`config.mk`:
```
export PLATFORM = sky130hd
export DESIGN_NAME = apb3_master_arbiter
export DESIGN_NICKNAME = d
export VERILOG_FILES = /design/src/rtl/apb3_arb_pkg.sv /design/src/rtl/apb3_master_arbiter_rr.sv /design/src/rtl/apb3_master_arbiter.sv
export SDC_FILE = /design/constraint.sdc
export NUM_CORES = 1
export LEC_CHECK = 0
export CAP_MARGIN = 20
export CORE_MARGIN = 8
export CORE_UTILIZATION = 34
export CTS_CLUSTER_DIAMETER = 60
export DETAILED_ROUTE_END_ITERATION = 8
export GPL_TIMING_DRIVEN = 0
export PLACE_DENSITY = 0.86
export SLEW_MARGIN = 5
export SYNTH_ARGS = -nofsm -noshare
export SYNTH_HDL_FRONTEND = slang
export SYNTH_SLANG_ARGS = --single-unit
```
`constraint.sdc`:
```
create_clock -name PCLK -period 3.05 [get_ports PCLK]
set_input_delay 0.61 -clock PCLK [delete_from_list [all_inputs] [get_ports PCLK]]
set_output_delay 0.61 -clock PCLK [all_outputs]
set_load 0.05 [all_outputs]
```
`src/rtl/apb3_arb_pkg.sv`:
```
// -----------------------------------------------------------------------------
// apb3_arb_pkg
// Shared types and constants for the two-master APB3 arbiter:
//   arb_state_t     : arbiter FSM states (IDLE, SETUP, ACCESS)
//   GNT_*           : one-hot grant encodings (bit0 = M0, bit1 = M1)
//   TO_CNT_W        : timeout counter width for the default TIMEOUT_CYCLES
//   to_cnt_width()  : timeout counter width for any TIMEOUT_CYCLES value
// -----------------------------------------------------------------------------
package apb3_arb_pkg;

  typedef enum logic [1:0] {
    IDLE   = 2'd0,
    SETUP  = 2'd1,
    ACCESS = 2'd2
  } arb_state_t;

  localparam logic [1:0] GNT_NONE = 2'b00;
  localparam logic [1:0] GNT_M0   = 2'b01;
  localparam logic [1:0] GNT_M1   = 2'b10;

  localparam int unsigned DEFAULT_TIMEOUT_CYCLES = 256;
  localparam int unsigned TO_CNT_W = $clog2(DEFAULT_TIMEOUT_CYCLES);

  // The counter only has to reach TIMEOUT_CYCLES-1, so $clog2 bits suffice.
  function automatic int unsigned to_cnt_width(input int unsigned cycles);
    return (cycles < 2) ? 1 : $clog2(cycles);
  endfunction

endpackage

```
`src/rtl/apb3_master_arbiter_rr.sv`:
```
// -----------------------------------------------------------------------------
// rr_arbiter_2
// Combinational two-request round-robin picker.
//   req[1:0] : request vector (bit0 = M0, bit1 = M1)
//   last_m1  : last-grant pointer, 1 when M1 received the most recent grant
//   gnt[1:0] : one-hot grant, GNT_NONE when nobody requests
// The pointer register lives in the parent so it only moves on a real grant.
// -----------------------------------------------------------------------------
module rr_arbiter_2
  import apb3_arb_pkg::*;
(
  input  logic [1:0] req,
  input  logic       last_m1,
  output logic [1:0] gnt
);

  // On contention the master that was not granted last time wins.
  always_comb begin
    gnt = GNT_NONE;
    case (req)
      2'b01:   gnt = GNT_M0;
      2'b10:   gnt = GNT_M1;
      2'b11:   gnt = last_m1 ? GNT_M0 : GNT_M1;
      default: gnt = GNT_NONE;
    endcase
  end

endmodule

```
`src/rtl/apb3_master_arbiter.sv`:
```
// -----------------------------------------------------------------------------
// apb3_master_arbiter
// Shares one downstream APB3 master port between two upstream masters
// (M0 = CPU, M1 = secondary sequencer) with round-robin arbitration and one
// complete transfer per grant. Downstream transfer signals are registered
// copies of the granted request; the non-granted master sees PREADY_Mx = 0.
//
// Ports:
//   PCLK, PRESET                 : clock, asynchronous active-high reset
//   PSEL/PENABLE/PADDR/PWRITE/PWDATA_M0/M1 : upstream requests
//   PREADY/PRDATA/PSLVERR_M0/M1  : upstream responses (combinational)
//   PSEL/PENABLE/PADDR/PWRITE/PWDATA       : downstream request (registered)
//   PRDATA/PREADY/PSLVERR        : downstream response
//   GNT[1:0]                     : one-hot grant status (bit0 = M0)
//
// Optional feature macro APB_ARB_TIMEOUT_EN: aborts an ACCESS phase that has
// waited TIMEOUT_CYCLES cycles, answering the master with PSLVERR.
// -----------------------------------------------------------------------------
module apb3_master_arbiter
  import apb3_arb_pkg::*;
#(
  parameter int unsigned ADDR_WIDTH     = 32,
  parameter int unsigned DATA_WIDTH     = 32,
  parameter int unsigned TIMEOUT_CYCLES = DEFAULT_TIMEOUT_CYCLES
) (
  input  logic                  PCLK,
  input  logic                  PRESET,
  input  logic                  PSEL_M0,
  input  logic                  PSEL_M1,
  input  logic                  PENABLE_M0,
  input  logic                  PENABLE_M1,
  input  logic [ADDR_WIDTH-1:0] PADDR_M0,
  input  logic [ADDR_WIDTH-1:0] PADDR_M1,
  input  logic                  PWRITE_M0,
  input  logic                  PWRITE_M1,
  input  logic [DATA_WIDTH-1:0] PWDATA_M0,
  input  logic [DATA_WIDTH-1:0] PWDATA_M1,
  output logic                  PREADY_M0,
  output logic                  PREADY_M1,
  output logic [DATA_WIDTH-1:0] PRDATA_M0,
  output logic [DATA_WIDTH-1:0] PRDATA_M1,
  output logic                  PSLVERR_M0,
  output logic                  PSLVERR_M1,
  output logic                  PSEL,
  output logic                  PENABLE,
  output logic [ADDR_WIDTH-1:0] PADDR,
  output logic                  PWRITE,
  output logic [DATA_WIDTH-1:0] PWDATA,
  input  logic [DATA_WIDTH-1:0] PRDATA,
  input  logic                  PREADY,
  input  logic                  PSLVERR,
  output logic [1:0]            GNT
);

  if (TIMEOUT_CYCLES < 2 || TIMEOUT_CYCLES > 65535) begin : g_bad_timeout
    $error("apb3_master_arbiter: TIMEOUT_CYCLES must be in 2..65535");
  end

  arb_state_t            state_q, state_d;
  logic [1:0]            gnt_q, gnt_d;
  logic                  last_m1_q, last_m1_d;
  logic                  psel_q, psel_d;
  logic                  penable_q, penable_d;
  logic [ADDR_WIDTH-1:0] paddr_q, paddr_d;
  logic                  pwrite_q, pwrite_d;
  logic [DATA_WIDTH-1:0] pwdata_q, pwdata_d;
  logic [1:0]            pick;
  logic                  timeout;
  logic                  xfer_done;

  // PENABLE_Mx carries no sequencing information: the setup/access split is
  // regenerated downstream by this arbiter.
  logic unused_penable;
  assign unused_penable = PENABLE_M0 ^ PENABLE_M1;

  rr_arbiter_2 u_rr (
    .req     ({PSEL_M1, PSEL_M0}),
    .last_m1 (last_m1_q),
    .gnt     (pick)
  );

`ifdef APB_ARB_TIMEOUT_EN
  localparam int unsigned CNT_W = to_cnt_width(TIMEOUT_CYCLES);
  logic [CNT_W-1:0] cnt_q, cnt_d;

  // Counts ACCESS cycles without PREADY; a late PREADY still wins over abort.
  assign timeout = (state_q == ACCESS) && !PREADY &&
                   (cnt_q == CNT_W'(TIMEOUT_CYCLES - 1));

  always_comb begin
    cnt_d = cnt_q;
    if (state_q == IDLE) begin
      cnt_d = '0;
    end else if (state_q == ACCESS && !PREADY) begin
      cnt_d = cnt_q + 1'b1;
    end
  end

  always_ff @(posedge PCLK or posedge PRESET) begin
    if (PRESET) cnt_q <= '0;
    else        cnt_q <= cnt_d;
  end
`else
  assign timeout = 1'b0;
`endif

  assign xfer_done = (state_q == ACCESS) && (PREADY || timeout);

  always_comb begin
    state_d   = state_q;
    gnt_d     = gnt_q;
    last_m1_d = last_m1_q;
    psel_d    = psel_q;
    penable_d = penable_q;
    paddr_d   = paddr_q;
    pwrite_d  = pwrite_q;
    pwdata_d  = pwdata_q;
    case (state_q)
      IDLE: begin
        if (pick != GNT_NONE) begin
          state_d   = SETUP;
          gnt_d     = pick;
          last_m1_d = pick[1];
          psel_d    = 1'b1;
          penable_d = 1'b0;
          paddr_d   = pick[1] ? PADDR_M1  : PADDR_M0;
          pwrite_d  = pick[1] ? PWRITE_M1 : PWRITE_M0;
          pwdata_d  = pick[1] ? PWDATA_M1 : PWDATA_M0;
        end
      end
      SETUP: begin
        state_d   = ACCESS;
        penable_d = 1'b1;
      end
      ACCESS: begin
        // Address and write data are left as they were after completion.
        if (xfer_done) begin
          state_d   = IDLE;
          gnt_d     = GNT_NONE;
          psel_d    = 1'b0;
          penable_d = 1'b0;
        end
      end
      default: begin
        state_d   = IDLE;
        gnt_d     = GNT_NONE;
        psel_d    = 1'b0;
        penable_d = 1'b0;
      end
    endcase
  end

  // Pointer resets to M1 so that M0 wins the first contention.
  always_ff @(posedge PCLK or posedge PRESET) begin
    if (PRESET) begin
      state_q   <= IDLE;
      gnt_q     <= GNT_NONE;
      last_m1_q <= 1'b1;
      psel_q    <= 1'b0;
      penable_q <= 1'b0;
      paddr_q   <= '0;
      pwrite_q  <= 1'b0;
      pwdata_q  <= '0;
    end else begin
      state_q   <= state_d;
      gnt_q     <= gnt_d;
      last_m1_q <= last_m1_d;
      psel_q    <= psel_d;
      penable_q <= penable_d;
      paddr_q   <= paddr_d;
      pwrite_q  <= pwrite_d;
      pwdata_q  <= pwdata_d;
    end
  end

  assign PSEL    = psel_q;
  assign PENABLE = penable_q;
  assign PADDR   = paddr_q;
  assign PWRITE  = pwrite_q;
  assign PWDATA  = pwdata_q;
  assign GNT     = gnt_q;

  // A timeout abort answers with an error and suppresses the slave's data.
  assign PREADY_M0  = gnt_q[0] & xfer_done;
  assign PREADY_M1  = gnt_q[1] & xfer_done;
  assign PSLVERR_M0 = PREADY_M0 & (PSLVERR | timeout);
  assign PSLVERR_M1 = PREADY_M1 & (PSLVERR | timeout);
  assign PRDATA_M0  = (gnt_q[0] && !timeout) ? PRDATA : '0;
  assign PRDATA_M1  = (gnt_q[1] && !timeout) ? PRDATA : '0;

endmodule

```
# Word-level counts from Yosys, hierarchy flattened
# Index checks and enable logic that the tools add are counted.
classes:
  eq_ne: 7
  muxes: 17
  n_bitwise: 5
  reduce_logical: 6
ops:
  columns: ["op", "n"]
  rows:
  - ["$mux W32", 4]
  - ["$pmux W2 S3", 3]
  - ["$mux W2", 4]
  - ["$eq A2 B2 Y1 const B", 3]
  - ["$pmux W1 S3", 2]
  - ["$and A1 B1 Y1", 4]
  - ["$eq A2 B1 Y1 const B", 2]
  - ["$mux W1", 4]
  - ["$ne A2 B2 Y1 const B", 2]
  - ["$reduce_and A2 Y1", 2]
  - ["$reduce_and A3 Y1", 1]
  - ["$logic_not A2 Y1", 1]
  - ["$reduce_bool A2 Y1", 1]
  - ["$logic_and A1 B1 Y1", 1]
  - ["$not A1 Y1", 1]
word_totals:
  regBits: 72
  inputBits: 170
  out_inout_bits: 137
  elab_cells: 43

# Longest topological paths before layout
depth:
  word_depth: 5
  depth_mapped: 6
  ltp_nobuf: 3

# Hierarchy
# A second synthesis with hierarchy kept.
unflattened:
  hier_cells: 315
  area_unflattened_um2: 4122.7
modules_own_cells:
  columns: ["module", "instances", "cells_each", "area_each_um2", "seq_area_each_um2"]
  rows:
  - ["apb3_master_arbiter", 1, 312, 4103.9, 1778.0]
  - ["rr_arbiter_2", 1, 3, 18.8, 0.0]

# Worst setup path after synthesis
# OpenSTA, ideal clock, no wires.
synth_path:
  path_kind: "reg2out"
  from: "reg state_q[1]"
  to: "out PSLVERR_M1"
  t_arrival_ps: 1899
  t_required_ps: 2440
  path_slack_ps: 541
  path_stages_with_launch: 4
  n_path_buf: 0
  path_cell_list: "dfrtp_1 -> nor2b_1 -> and3_1 -> and2_1"
synth_between:
  elab_chain_cells: 4
synth_rtl:
  columns: ["element", "line_no", "rtl"]
  rows:
  - ["from (decl)", "apb3_master_arbiter.sv:59", "arb_state_t state_q, state_d;"]
  - ["from (signal assigned)", "apb3_master_arbiter.sv:165", "state_q <= state_d;"]
  - ["$eq A2 B2 Y1", "apb3_master_arbiter.sv:107", "assign xfer_done = (state_q == ACCESS) && (PREADY || timeout);"]
  - ["$logic_and A1 B1 Y1", "apb3_master_arbiter.sv:107", null]
  - ["$and A1 B1 Y1", "apb3_master_arbiter.sv:185", "assign PREADY_M1 = gnt_q[1] & xfer_done;"]
  - ["via PREADY_M1", "apb3_master_arbiter.sv:39", "output logic PREADY_M1,"]
  - ["$and A1 B1 Y1", "apb3_master_arbiter.sv:187", "assign PSLVERR_M1 = PREADY_M1 & (PSLVERR | timeout);"]
  - ["to (decl)", "apb3_master_arbiter.sv:43", "output logic PSLVERR_M1,"]
# The timed path passes the listed nets, and every way through them passes these cells.

# Worst setup path after layout
layout_path:
  from: "in PREADY"
  to: "out PSLVERR_M1"
layout_between:
  elab_chain_cells: 3
layout_rtl:
  columns: ["element", "line_no", "rtl"]
  rows:
  - ["from (decl)", "apb3_master_arbiter.sv:50", "input logic PREADY,"]
  - ["$logic_and A1 B1 Y1", "apb3_master_arbiter.sv:107", null]
  - ["$and A1 B1 Y1", "apb3_master_arbiter.sv:185", null]
  - ["$and A1 B1 Y1", "apb3_master_arbiter.sv:187", null]
# Every way passes these cells.

==> impl_metrics.json <==
{
  "skew_ns": 0.007618,
  "final_antenna_net_count": 0,
  "p_int_uw": 4056,
  "netlist.area_leader.share": 0.4528,
  "p_sw_uw": 4404,
  "grt_start_max_net_pins": 52,
  "seq_power_share": 0.206,
  "hold_path_class": "reg2reg",
  "fin_area_um2": 7445,
  "num_rows": 39,
  "drc": 0,
  "irDropWorstVdd_mv": 0.8044,
  "drive_above_1_share": 0.07516,
  "area_growth_pct": 92.43,
  "outcome": "finished clean",
  "comb_power_share": 0.658,
  "yosysSeqAreaShare": 0.4596,
  "fin_crit_ns": 2.933,
  "final_max_slew_viol_count": 0,
  "dp_hpwl_mm": 14.42,
  "powerDensity_nw_per_um2": 1136,
  "dr_total_vias": 4707,
  "wire_per_inst_um": 19.14,
  "timing.critical_path.to_type": "output port",
  "post-cts-setup-buffers": 0,
  "antenna_cells": 0,
  "synthTopCellsByArea": "dfrtp_1 (45%), nand2_1 (13%), and2_1 (11%)",
  "arrival_ns": 2.32,
  "tns_ns": 0,
  "first_pass_iters": 5,
  "core_um2": 11270,
  "worstSetupPathType": "in2out",
  "netSwitchingFraction": 0.5205,
  "clkLatencyLatePin_ns": 0.33,
  "dieHeight_um": 122.7,
  "fin_util": 0.6605,
  "crit_path_start": "PREADY",
  "worst_ep_required_time_ns": 2.44,
  "grt_remaining_overflow": 0,
  "initial_core_util": 0.3432,
  "io_pins": 307,
  "clock.fmax_ghz": 0.3410,
  "grt_use_total": 0.2296,
  "grt_first_pass_wirelength_mm": 27.01,
  "p_leak_uw": 0.003011,
  "die-width_um": 122.7,
  "worstReg2RegStart": "state_q[0]",
  "setup_violations": 0,
  "crit_fanout": 6,
  "nNetsFinal": 950,
  "place_area_um2": 7121,
  "maxCapViolations": 0,
  "path_clk_slew_ns": 0.06,
  "rsz0062_at_grt": "no",
  "p_clk_frac": 0.136,
  "synth_fp_nets": 634,
  "antenna_found_initial": 0,
  "clock-sinks": 71,
  "via_per_inst": 5.072,
  "grt_pass1_vias": 4907,
  "tightest_slew_ns": 0.5837,
  "start_kind": "input pin",
  "syn_inst": 464,
  "synth_top_area_cell": "dfrtp_1",
  "yosys_warnings": 0,
  "dieArea_um2": 15050,
  "syn_area_um2": 3869,
  "synth.avg_cell_area_um2": 8.338,
  "cts_max_path_buffers": 2,
  "cts_max_level": 3,
  "synth.distinct_cells": 25,
  "cts_tree": "yes",
  "drt_iter0_drc": 307,
  "place.gp.congestion": 0.8479,
  "ys_ff_latch": 71,
  "fin_crit_sh": 0.9616,
  "cts-buffers-inserted": 9,
  "seqCellArea_um2": 1778,
  "hold_viol": 0,
  "relSlewSlack": 0.6097,
  "drt_wl_total_mm": 17.76,
  "hold_buffers": 0,
  "cts_resized": 0,
  "multi_input_area_um2": 1853,
  "fillers": 911,
  "hold_path.startpoint": "PSEL",
  "port_buffers": 304,
  "hold_slack_ns": 0.5216,
  "root_buffer": "clkbuf_16"
}
-- cell families (layout without fill, tap and decap cells) --
| group | after synthesis | count (layout) | synth area share |
|---|---|---|---|
| flops | 71 | 71 | 0.4596 |
| compound gates | 141 | 141 | 0.2264 |
| buf+inv | 45 | 366 | 0.06145 |
| simple gates | 207 | 207 | 0.2526 |
-- critical path, stage by stage --
cell	delay, ns
clkdlybuf4s50_1	0.55
and3_1	0.21
and2_1	0.13
clkdlybuf4s50_1	0.83
-- flip-flops by register name, indices dropped and copies added (netlist names) --
name and count:
last_m1_q 1, PWRITE 1, PWDATA 32, PADDR 32
PSEL 1, state_q 2, GNT 2
-- cells in the mapped netlist --
| master | count |
|---|---|
| nor2b_1 | 2 |
| a21oi_1 | 68 |
| a21boi_2 | 1 |
| buf_2 | 22 |
| nand2b_1 | 1 |
| nand2_1 | 130 |
| or3_1 | 1 |
| dfrtp_1 | 70 |
| a31oi_2 | 10 |
| a21bo_2 | 1 |
| or2_0 | 1 |
| a31oi_1 | 57 |
| buf_4 | 1 |
| and3b_1 | 2 |
| dfstp_2 | 1 |
| o2bb2ai_1 | 2 |
| and2_4 | 1 |
| and3_1 | 2 |
| o21ai_0 | 1 |
| inv_1 | 3 |
| and2_1 | 66 |
| a221o_1 | 1 |
| clkbuf_1 | 14 |
| buf_6 | 5 |
| nor2_2 | 1 |
-- metrics by stage --
step	total power (uW)	std cells	setup WS, ns
4_1_cts	8511	928	0.1061
3_3_place_gp	7222	911	-0.5707
2_1_floorplan	5284	464	0.5410
5_1_grt	8882	928	0.06617
6_report	8460	928	0.1173
3_5_place_dp	7340	912	0.1145
-- per-layer routing --
metal,vias up,track usage,routed length (um)
met3,40,0.05796,1461
li1,2222,-,-
met5,-,0,0
met1,2223,0.2640,6825
met4,0,0.09673,514
met2,222,0.3976,8962
-- cell usage in the layout, fill, tap and decap left out, types with 5 or more instances in the layout --
cell               n
clkbuf_1          16
clkbuf_16          9
a21oi_1           68
nand2_1          130
buf_2             22
dfrtp_1           70
a31oi_1           57
and2_1            66
clkdlybuf4s50_1  304
a31oi_2           10
buf_6              5
-- worst paths after layout --
path                                    to  slack (ns)  cells after the start
min in group asynchronous       PWDATA[20]        0.59                      2
worst max-delay path            PSLVERR_M1        0.12                      4
max in group asynchronous        last_m1_q        1.87                      3
worst min register to register        PSEL        0.52                      1
worst min-delay path                  PSEL        0.52                      1
worst max register to register   PWDATA[9]        1.36                      4
-- power groups by stage --
stage                     clock [uW]  sequential, uW  combinational [uW]
after floorplan                    0            3290                1990
after global placement             0            1710                5510
after detailed placement           0            1740                5600
after CTS                       1170            1740                5600
after global routing            1220            1800                5860
final                           1150            1740                5560
-- cell type report --
type / instances / share of cell area
clock inverter: 4 / 0.01042
buffer: 42 / 0.03042
multi-input combinational: 348 / 0.2489
clock buffer: 12 / 0.03311
sequential: 71 / 0.2388
tap: 143 / 0.02403
inverter: 3 / 0.001849
timing repair buffer: 305 / 0.4124
(Power assumes the default switching activity.)
